$ cat src/rtl/dft_pkg.sv
// Shared DFT definitions for the scan adder family.
//   mode_e          : per-edge operating mode after priority decode
//   decode_mode()   : scan_enable > hold > misr_en > functional
//   chain_len()     : scan chain length for a WIDTH-bit registered adder
//   DEFAULT_MISR_POLY : x^5+x^2+1 taps for the 5-bit signature at WIDTH=4
package dft_pkg;

  typedef enum logic [1:0] {
    SHIFT = 2'd0,
    HOLD  = 2'd1,
    MISR  = 2'd2,
    FUNC  = 2'd3
  } mode_e;

  localparam logic [4:0] DEFAULT_MISR_POLY = 5'b00101;

  // a_q + b_q + sum_q (sum is one bit wider than the operands)
  function automatic int chain_len(input int width);
    return 3 * width + 1;
  endfunction

  function automatic mode_e decode_mode(input logic scan_enable,
                                        input logic hold,
                                        input logic misr_en);
    if (scan_enable) return SHIFT;
    if (hold)        return HOLD;
    if (misr_en)     return MISR;
    return FUNC;
  endfunction

endpackage

$ cat src/rtl/scan_adder_misr_if.sv
// Control/data bundle for scan_adder_misr.
//   master : drives mode controls, scan_in and operands; samples results
//   slave  : the adder itself
// CW is derived from WIDTH and is not meant to be overridden.
interface scan_adder_misr_if
  import dft_pkg::*;
#(
  parameter int WIDTH = 4
);
  localparam int CW = $clog2(chain_len(WIDTH) + 1);

  logic             scan_enable;
  logic             hold;
  logic             misr_en;
  logic             scan_in;
  logic [WIDTH-1:0] a;
  logic [WIDTH-1:0] b;
  logic [WIDTH:0]   sum;
  logic             scan_out;
  logic [CW-1:0]    shift_count;
  logic             chain_full;

  modport master (
    output scan_enable, hold, misr_en, scan_in, a, b,
    input  sum, scan_out, shift_count, chain_full
  );

  modport slave (
    input  scan_enable, hold, misr_en, scan_in, a, b,
    output sum, scan_out, shift_count, chain_full
  );
endinterface

$ cat src/rtl/scan_adder_misr_misr_step.sv
// misr_step: combinational next-signature of a (WIDTH+1)-bit MISR.
//   sig  : current signature
//   data : parallel word folded into the signature
//   nxt  : shifted signature, reduced by POLY when the MSB falls out, xor data
module misr_step #(
  parameter int             WIDTH = 4,
  parameter logic [WIDTH:0] POLY  = 5'b00101
) (
  input  logic [WIDTH:0] sig,
  input  logic [WIDTH:0] data,
  output logic [WIDTH:0] nxt
);
  assign nxt = {sig[WIDTH-1:0], 1'b0} ^ (sig[WIDTH] ? POLY : '0) ^ data;
endmodule

$ cat src/rtl/scan_adder_misr.sv
// scan_adder_misr: registered WIDTH-bit adder with a full scan chain,
// MISR signature compaction into the sum register, hold, and a shift counter
// that pulses chain_full after every L consecutive shift edges.
//   CK, rst_n : clock (rising edge), async active-low reset
//   bus       : slave side of scan_adder_misr_if (controls, operands, results)
// Chain order: scan_in -> a_q[0..W-1] -> b_q[0..W-1] -> sum_q[0..W] -> scan_out
module scan_adder_misr
  import dft_pkg::*;
#(
  parameter int             WIDTH     = 4,
  parameter logic [WIDTH:0] MISR_POLY = DEFAULT_MISR_POLY
) (
  input  logic                     CK,
  input  logic                     rst_n,
  scan_adder_misr_if.slave         bus
);
  localparam int L  = chain_len(WIDTH);
  localparam int CW = $clog2(L + 1);

  logic [WIDTH-1:0] a_q, a_d, b_q, b_d;
  logic [WIDTH:0]   sum_q, sum_d;
  logic [CW-1:0]    cnt_q, cnt_d;
  logic             full_q, full_d;

  logic [WIDTH:0]   add_res, misr_nxt;
  logic [L-1:0]     chain_q, chain_nxt;
  mode_e            mode;

  // Packing sum/b/a this way puts a_q[0] at bit 0, so a left shift walks the
  // chain in scan order and the MSB (sum_q[WIDTH]) is what leaves.
  assign chain_q   = {sum_q, b_q, a_q};
  assign chain_nxt = {chain_q[L-2:0], bus.scan_in};
  assign add_res   = {1'b0, a_q} + {1'b0, b_q};

  misr_step #(.WIDTH(WIDTH), .POLY(MISR_POLY)) u_misr (
    .sig  (sum_q),
    .data (add_res),
    .nxt  (misr_nxt)
  );

  always_comb begin
    mode   = decode_mode(bus.scan_enable, bus.hold, bus.misr_en);
    a_d    = a_q;
    b_d    = b_q;
    sum_d  = sum_q;
    cnt_d  = '0;     // any non-shift edge drops a partial count
    full_d = 1'b0;
    unique case (mode)
      SHIFT: begin
        {sum_d, b_d, a_d} = chain_nxt;
        // wrap on the L-th shift; the pulse lands in the following cycle
        if (cnt_q == CW'(L - 1)) full_d = 1'b1;
        else                     cnt_d  = cnt_q + CW'(1);
      end
      HOLD: begin
      end
      MISR: begin
        a_d   = bus.a;
        b_d   = bus.b;
        sum_d = misr_nxt;
      end
      FUNC: begin
        a_d   = bus.a;
        b_d   = bus.b;
        sum_d = add_res;
      end
    endcase
  end

  always_ff @(posedge CK or negedge rst_n) begin
    if (!rst_n) begin
      a_q    <= '0;
      b_q    <= '0;
      sum_q  <= '0;
      cnt_q  <= '0;
      full_q <= 1'b0;
    end else begin
      a_q    <= a_d;
      b_q    <= b_d;
      sum_q  <= sum_d;
      cnt_q  <= cnt_d;
      full_q <= full_d;
    end
  end

  assign bus.sum         = sum_q;
  assign bus.scan_out    = sum_q[WIDTH];
  assign bus.shift_count = cnt_q;
  assign bus.chain_full  = full_q;

endmodule

$ cat src/flat_wrapper.sv
// flat-port wrapper written by rule: the top's interface ports become plain ports
module scan_adder_misr_flat import dft_pkg::*;
#(
  parameter int             WIDTH     = 4,
  parameter logic [WIDTH:0] MISR_POLY = DEFAULT_MISR_POLY
)
  (CK, rst_n, bus_scan_enable, bus_hold, bus_misr_en, bus_scan_in, bus_a, bus_b, bus_sum, bus_scan_out, bus_shift_count, bus_chain_full);
  scan_adder_misr_if #(.WIDTH(WIDTH)) bus_i ();
  input  logic CK;
  input  logic rst_n;
  input wire logic [$bits(bus_i.scan_enable)-1:0] bus_scan_enable;
  input wire logic [$bits(bus_i.hold)-1:0] bus_hold;
  input wire logic [$bits(bus_i.misr_en)-1:0] bus_misr_en;
  input wire logic [$bits(bus_i.scan_in)-1:0] bus_scan_in;
  input wire logic [$bits(bus_i.a)-1:0] bus_a;
  input wire logic [$bits(bus_i.b)-1:0] bus_b;
  output wire logic [$bits(bus_i.sum)-1:0] bus_sum;
  output wire logic [$bits(bus_i.scan_out)-1:0] bus_scan_out;
  output wire logic [$bits(bus_i.shift_count)-1:0] bus_shift_count;
  output wire logic [$bits(bus_i.chain_full)-1:0] bus_chain_full;
  assign bus_i.scan_enable = bus_scan_enable;
  assign bus_i.hold = bus_hold;
  assign bus_i.misr_en = bus_misr_en;
  assign bus_i.scan_in = bus_scan_in;
  assign bus_i.a = bus_a;
  assign bus_i.b = bus_b;
  assign bus_sum = bus_i.sum;
  assign bus_scan_out = bus_i.scan_out;
  assign bus_shift_count = bus_i.shift_count;
  assign bus_chain_full = bus_i.chain_full;
  scan_adder_misr #(.WIDTH(WIDTH), .MISR_POLY(MISR_POLY)) u_core (.CK(CK), .rst_n(rst_n), .bus(bus_i));
endmodule
$ cat config.mk
export PLATFORM = sky130hd
export DESIGN_NAME = scan_adder_misr_flat
export DESIGN_NICKNAME = d
export VERILOG_FILES = /design/src/rtl/dft_pkg.sv /design/src/rtl/scan_adder_misr_if.sv /design/src/rtl/scan_adder_misr_misr_step.sv /design/src/rtl/scan_adder_misr.sv /design/src/flat_wrapper.sv
export SDC_FILE = /design/constraint.sdc
export NUM_CORES = 1
export LEC_CHECK = 0
export ABC_AREA = 1
export CORE_MARGIN = 10
export CORE_UTILIZATION = 45
export DETAILED_ROUTE_END_ITERATION = 7
export PLACE_DENSITY_LB_ADDON = 0.2
export SLEW_MARGIN = 0
export SYNTH_ARGS = -nofsm -noshare
export SYNTH_HDL_FRONTEND = slang
export SYNTH_HIERARCHICAL = 1
export SYNTH_SLANG_ARGS = --single-unit
$ cat constraint.sdc
create_clock -name CK -period 2.1 [get_ports CK]
set_clock_uncertainty 0.05 [all_clocks]
set_input_delay 0.42 -clock CK [delete_from_list [all_inputs] [get_ports CK]]
set_output_delay 0.42 -clock CK [all_outputs]
set_load 0.005 [all_outputs]
# After elaboration in Yosys (flattened, before gate mapping)
# Index checks and enable logic that the tools add are counted.
# totals
in_bits	14
output_inout_bits	11
elab_cells	36
regBits	18
# op_classes
n_mux	20
n_eq_ne	3
n_bitwise	2
addsub	2
n_reduce_logical	4
# ops
cell	count
$pmux 4 s2	2
$pmux 5 s3	1
$mux 2	6
$xor 5x5->5	2
$mux 1	8
$mux 4	2
$add 4x4->5	1
$add 4x1->4 const B	1
$eq 2x2->1 const B	2
$eq 4x4->1 const B	1
$mux 3	1
$reduce_bool 3->1	1
$logic_not 2->1	1
$reduce_bool 2->1	1
$reduce_or 2->1	1

# Logic depth before layout (Yosys ltp)
# Gate-level depths: netlist of run 1.
# depth
word_depth	10
mapped_depth	10
depth_no_buf	10

# Cells and area by module
# The synthesis of run 1 kept the hierarchy.
# modules_own_cells
module	seq_area_each_um2	area_per_inst_um2	cells_each	n_inst
scan_adder_misr	450.4	1054.8	121	1
misr_step	0.0	72.6	13	1

# Worst setup path before layout of run 1
# OpenSTA, ideal clock, no wires.
# synth_timing
path_type	register to register
start	register u_core.a_q[0]
end	register u_core.sum_q[2], in the netlist u_core/bus.sum[2]
path_slack_ps	469
stages_incl_launch_ff	9
period_less_slack_ps	1631
required_time_ps	1968
arrival_ps	1500
n_path_buf	0
setup_time_ps	82
cell_sequence	dfrtp_1 ha_1 inv_1 fa_1 xnor2_1 nand3_1 nand2_1 nand2_1 a31oi_1
# synth_between
elab_chain_len	3
# synth_lines
item	line	text
from (decl)	scan_adder_misr.sv:20	logic [WIDTH-1:0] a_q, a_d, b_q, b_d;
from (signal assigned)	scan_adder_misr.sv:72	a_q <= '0;
from (signal assigned)	scan_adder_misr.sv:78	a_q <= a_d;
$add 4x4->5	scan_adder_misr.sv:33	assign add_res = {1'b0, a_q} + {1'b0, b_q};
via u_core.add_res[2]	scan_adder_misr.sv:25	logic [WIDTH:0] add_res, misr_nxt;
$xor 5x5->5	scan_adder_misr_misr_step.sv:13	assign nxt = {sig[WIDTH-1:0], 1'b0} ^ (sig[WIDTH] ? POLY : '0) ^ data;
via u_core.misr_nxt[2]	scan_adder_misr.sv:25	
$pmux 5 s3	scan_adder_misr.sv:48	unique case (mode)
to (signal assigned)	scan_adder_misr.sv:80	sum_q <= sum_d;
to (decl)	scan_adder_misr.sv:21	logic [WIDTH:0] sum_q, sum_d;
# The timed path passes the listed nets, and every way through them passes these cells.
# A chain may end at the register's enable or synchronous reset.

# Final worst setup path of run 1
# Same ends and word-level chain as after synthesis.

==> impl_results.md, run 1 <==
* Run status: finished clean
* Post-synthesis simple-gate area fraction at 0.223
* Yosys cell types at 25
* Syn nets at 155
* Largest cells by area after synthesis: dfrtp_1 40%, nand2_1 9.0%, inv_1 7.7%
* Period utilisation layout at 0.866
* Die area at 4910 µm²
* I/O pin cnt at 25
* Post-synthesis cell count at 134
* DP HPWL at 1.91 mm
* Gr usage total at 0.103
* F_max at 550 MHz
* H-tree levels at 1
* Setup TNS at 0 ps
* Mux share of post-synthesis cell area at 0
* Starting DRT DRC Count at 72
* Minimum clock period after layout at 1820 ps
* Largest family of logic cells by synthesized area: simple AND/OR/NAND/NOR gates
* Syn Area/Cell at 8.41 µm²
* CTS tree: yes
* Critical Path Fanout Max at 3
* Gpl congestion at 0.831
* Worst path max stage delay at 390 ps
* Filler cells at 231
* Cell area power density at 688 nW/µm²
* Required @ worst endpoint at 2270 ps
* Cell taking the most area after synthesis: dfrtp_1
* Final Max Tran Viols at 0
* Total of max-cap violations at 0
* Routed WL per cell at 12.8 µm
* Antenna Cells at 0
* Router iterations before antenna repair at 5
* Total grt overflow at 0
* XOR/XNOR Fraction of Synth Area at 0.0544
* Register bit total from synthesis at 18
* Hold Buf Count CTS at 0
* Die Ht at 70.1 µm
* Clk_lat worst skew at 290 ps
* Hold violation total from the final report at 0
* Setup Buffers After CTS at 0
* Synth-to-layout area growth at 26.5%
* Routed Wire Length at 2.43 mm
* Starting Density at 0.463
* Dpl cells at 186
* Final core occ at 0.586
* Setup violations, final at 0
* Largest net degree at the start of global routing at 19
* CP Cell Sequence: ha_1, inv_1, fa_1, xnor2_1, nand3_1, nand2_1, nand2_1, a31oi_1
* Worst EP arrival at 1990 ps
* Port bufs at 24
* Slew HR at 0.816
* Slowest cell on crit path: fa_1
* Initial antenna violation count at 0
* Hold WC Path Type: in2async
* Routed vias/inst at 5.09
* YS warnings at 6
* CORE AREA at 2430 µm²
* Post-Synth Adder-Cell Area at 0.0844
* Final cell count without fillers at 190
* Post-synthesis compound-gate area fraction at 0.127
* Antenna-violating nets left at 0
* Total CTS buffers at 3
* Clk buf depth at 2
* CTS resizes at 0
* Leakage power figure at 0.695 nW
* Yosys top cell area share at 0.400
* CTS root buf: clkbuf_4
* Clk pin slew, worst setup/hold paths at 110 ps
* Layout cells sized above 1 at 0.0938
* Startpoint type of the worst setup path: register
* Die Wd at 70.1 µm
* Worst IR Drop VDD at 459 µV
* DR vias at 968
* Seq/Total Area, Yosys at 0.400
* Mapped Area at 1130 µm²
* Clock Sink Count at 18
* First-pass GRT wire length at 4.35 mm
* Vias in the first global route at 979
* Critical path type: reg2reg
* Crit path top cell by count: nand2_1
* Rows at 18
* Least-Margin Pin Slew at 275 ps
* Setup crit end kind: register
* Nets at 182
* Final routed DRC violation total at 0
* RSZ-0062 raised after global routing: false
-- where the power goes --
part | internal (mW) | switching (mW) | total (mW)
Clock | 0.105 | 0.109 | 0.214
Combinational | 0.168 | 0.169 | 0.337
Sequential | 0.388 | 0.0418 | 0.430
Total | 0.662 | 0.320 | 0.981
-- synthesized netlist by cell type, drive strengths merged --
cell / count
buf: 3
a31oi: 2
o21ai: 7
and2: 1
nand3: 10
o221ai: 7
inv: 27
xor2: 5
a21oi: 3
ha: 6
xnor2: 2
dfrtp: 18
nand2: 30
a22oi: 1
fa: 1
nor2: 10
o21a: 1
-- cells by family after synthesis --
kind of cell | count (synthesis)
DFF | 18
and+or+nand+nor | 51
AOI/OAI and AO/OA | 21
buffers and inverters | 30
xor gates and xnor gates | 7
adders and majority gates | 7
-- critical path: cells and delay by family, from the launching register on --
| kind | cells | cell delay (ps) |
|---|---|---|
| AO/OA/AOI/OAI | 1 | 150 |
| XOR/XNOR | 1 | 280 |
| adder cells (fa/ha/maj) | 2 | 600 |
| buffers and inverters | 1 | 70 |
| flip-flops | 1 | 370 |
| AND/OR/NAND/NOR | 3 | 240 |
-- sequential cells by signal, indices dropped and copies added, names as in the netlist --
name and flops:
u_core/a_q 4, u_core/bus.chain_full 1, u_core/b_q 4, u_core/bus.sum 5, u_core/bus.shift_count 4
-- stage by stage --
step	power (mW)	cell area, µm²	hold slack (ps)	setup slack [ps]
2_1_floorplan	0.648	1130	74.4	469
3_3_place_gp	0.769	1390	439	268
3_5_place_dp	0.777	1390	448	212
4_1_cts	0.996	1430	391	275
5_1_grt	1.06	1430	401	116
6_report	0.981	1430	392	282
-- routing by layer --
layer	global-route usage	part of all wire	vias up
li1	-	-	482
met5	0	0	-
met1	0.116	0.44	441
met2	0.173	0.47	41
met4	0.0373	0.0078	0
met3	0.0395	0.086	4
-- layout by cell type (no fill, tap or decap) --
master,n
fa_1,1
xnor2_1,2
a21oi_1,2
dfrtp_1,18
xor2_1,5
and2_1,1
nand3_1,10
clkdlybuf4s50_1,24
o21a_1,1
nand2_8,1
nand2_2,2
nor2_8,1
inv_1,23
inv_2,3
nor2_1,8
clkbuf_4,3
ha_1,6
o21ai_0,1
nor2_4,1
a22oi_1,1
clkbuf_8,1
nand2_1,27
a21oi_2,1
buf_4,1
o221ai_1,7
o21ai_1,6
a31oi_1,2
inv_4,1
-- area by class of cell --
type                    count  area (µm²)  area share
well taps                  30        37.5      0.0263
inverters                  27         104      0.0728
multi-input cells          86         551       0.386
clock buffers               4        36.3      0.0254
repair buffers             25         248       0.174
flip-flops and latches     18         450       0.316
-- path summary, 6_finish.rpt --
check / start / end / slack, ps / depth (start not counted)
max: u_core/a_q[0] / u_core/bus.sum[2] / 280 / 8
min: rst_n / u_core/b_q[2] / 390 / 2
min in group CK: u_core/bus.shift_count[0] / u_core/bus.shift_count[0] / 460 / 1
max in group asynchronous: rst_n / u_core/bus.shift_count[3] / 1400 / 2
min reg2reg: u_core/bus.shift_count[0] / u_core/bus.shift_count[0] / 460 / 1
max reg2reg: u_core/a_q[0] / u_core/bus.sum[2] / 280 / 8
Note: power is estimated with default switching activity, not from simulation.
==> inputs of run 2 (changes only) <==
--- a/config.mk
+++ b/config.mk
@@ -15,3 +15,4 @@
 export SYNTH_HDL_FRONTEND = slang
 export SYNTH_HIERARCHICAL = 1
 export SYNTH_SLANG_ARGS = --single-unit
+export TNS_END_PERCENT = 30
==> constraint.sdc (replaced) <==
create_clock -name CK -period 2.2 [get_ports CK]
set_clock_uncertainty 0.05 [all_clocks]
set_input_delay 0.44 -clock CK [delete_from_list [all_inputs] [get_ports CK]]
set_output_delay 0.44 -clock CK [all_outputs]
set_load 0.005 [all_outputs]
==> impl_results.md, run 2 (synthesized netlist as in run 1, its figures left out) <==
* Clk buf depth at 2 (unchanged)
* CTS tree: yes
* Antenna-violating nets left at 0 (unchanged)
* Run status: finished clean
* Crit path top cell by count: nand2_1
* I/O pin cnt at 25 (unchanged)
* Slew HR at 0.825 (+0.00973)
* Rows at 18 (unchanged)
* Cell area power density at 664 nW/µm² (-3.5%)
* Setup Buffers After CTS at 0 (unchanged)
* Layout cells sized above 1 at 0.0938 (unchanged)
* Period utilisation layout at 0.839 (-0.0266)
* Antenna Cells at 0 (unchanged)
* Critical Path Fanout Max at 3 (unchanged)
* Setup crit end kind: register
* Final routed DRC violation total at 0 (unchanged)
* Die Ht at 70.1 µm (unchanged)
* Worst EP arrival at 2020 ps (+30 ps)
* Routed WL per cell at 12.8 µm (+0.45%)
* Routed Wire Length at 2.44 mm (+0.45%)
* R2R cell count at 8 (unchanged)
* Cell Area, Placed at 1390 µm² (unchanged)
* Most common cell after layout, fill and taps aside: nand2_1
* Worst IR Drop VDD at 459 µV (about the same)
* Hold violation total from the final report at 0 (unchanged)
* Commonest non-fill, non-tap cells in the layout: 27 x nand2_1, 24 x clkdlybuf4s50_1, 23 x inv_1
* Worst path max stage delay at 410 ps (+20 ps)
* Clock Sink Count at 18 (unchanged)
* CTS root buf: clkbuf_4
* CP Cell Sequence: ha_1, inv_1, fa_1, xnor2_1, nand3_1, nand2_1, nand2_1, a31oi_1
* Slowest cell on crit path: fa_1
* Minimum clock period after layout at 1850 ps (+28.0 ps)
* Routed vias/inst at 5.10 (+0.10%)
* Bufs and invs on worst path at 1 (unchanged)
* Total of max-cap violations at 0 (unchanged)
* DP HPWL at 1.92 mm (+0.43%)
* Router iterations before antenna repair at 4 (-1)
* Critical path depth in cells at 8 (unchanged)
* Critical path type: reg2reg
* RSZ-0062 raised after global routing: false
* Final Max Tran Viols at 0 (unchanged)
* F_max at 542 MHz (-1.5%)
* Die area at 4910 µm² (unchanged)
* Vias in the first global route at 946 (-3.4%)
* DR vias at 969 (+0.10%)
* Setup violations, final at 0 (unchanged)
* Crit path max-delay family: adder cells
* Initial antenna violation count at 0 (unchanged)
* Total CTS buffers at 3 (unchanged)
* CP startpoint: u_core/a_q[0]
* CORE AREA at 2430 µm² (unchanged)
* Gpl congestion at 0.815 (-2.0%)
* First-pass GRT wire length at 4.11 mm (-5.6%)
* Leakage power figure at 0.695 nW (unchanged)
* Clk_lat worst skew at 300 ps (about the same)
* Least-Margin Pin Slew at 261 ps (-14.5 ps)
* Startpoint type of the worst setup path: register
* Starting DRT DRC Count at 33 (-54%)
* Starting Density at 0.463 (unchanged)
* Hold WC Path Type: in2async
* Total grt overflow at 0 (unchanged)
* Largest register FFs at 5 (unchanged)
* Die Wd at 70.1 µm (unchanged)
* CTS resizes at 0 (unchanged)
* Setup WS post-layout at 354 ps (+72.0 ps)
* Filler cells at 231 (unchanged)
* Largest net degree at the start of global routing at 19 (unchanged)
* Final Power at 0.947 mW (-3.5%)
* Hold Buf Count CTS at 0 (unchanged)
* Post-Layout Inst Area at 1430 µm² (unchanged)
* FF-to-FF Start: u_core/a_q[0]
* Clk pin slew, worst setup/hold paths at 120 ps (about the same)
* Synth-to-layout area growth at 26.5% (unchanged)
* Required @ worst endpoint at 2380 ps (+110 ps)
* Nets at 182 (unchanged)
* Setup TNS at 0 ps (unchanged)
* Port bufs at 24 (unchanged)
* Gr usage total at 0.0981 (-0.00536)
* DP Worst Slack at 295 ps (+82.2 ps)
* H-tree levels at 1 (unchanged)
## run 2: cell counts in the layout (fill, tap and decap cells not counted)
No cell type changed its count.
## run 2: final timing paths
kind	end	slack, ps
max	u_core/bus.sum[2]	350
min	u_core/bus.shift_count[1]	410
max reg2reg	u_core/bus.sum[2]	350
min reg2reg	u_core/bus.shift_count[0]	460
max in group asynchronous	u_core/a_q[2]	1490
min in group CK	u_core/bus.shift_count[0]	460
## run 2: per-layer routing
layer / wire, µm / up-vias / GRT usage
li1: - / 484 / -
met3: 159 / 2 / 0.0325
met4: 24 / 0 / 0.0395
met1: 1030 / 465 / 0.110
met2: 1220 / 18 / 0.166
met5: 0 / - / 0
## run 2: stage by stage
stage / utilization / cells / hold slack (ps)
6_report: 0.586 / 190 / 406
5_1_grt: 0.586 / 190 / 419
4_1_cts: 0.586 / 190 / 403
3_5_place_dp: 0.572 / 186 / 452
3_3_place_gp: 0.572 / 186 / 440
2_1_floorplan: - / 134 / 94.4
## run 2: cell type report
class	instances	area (µm²)	share of cell area
Inverter	27	104	0.0728
Tap cell	30	37.5	0.0263
Multi-Input combinational cell	86	551	0.386
Timing Repair Buffer	25	248	0.174
Clock buffer	4	36.3	0.0254
Sequential cell	18	450	0.316
## run 2: power by group
part / switching [mW] / leakage, nW / internal [mW]
logic: 0.162 / 0.449 / 0.161
clock network: 0.114 / 0.0210 / 0.101
registers: 0.0393 / 0.224 / 0.370
total: 0.314 / 0.695 / 0.632
## run 2: worst register-to-register path, delay by kind of cell (launching register included)
family,cells,cell delay (ps)
fa+ha+maj,2,630
flops,1,370
xor+xnor,1,270
simple gates,3,230
compound gates,1,160
buf+inv,1,70
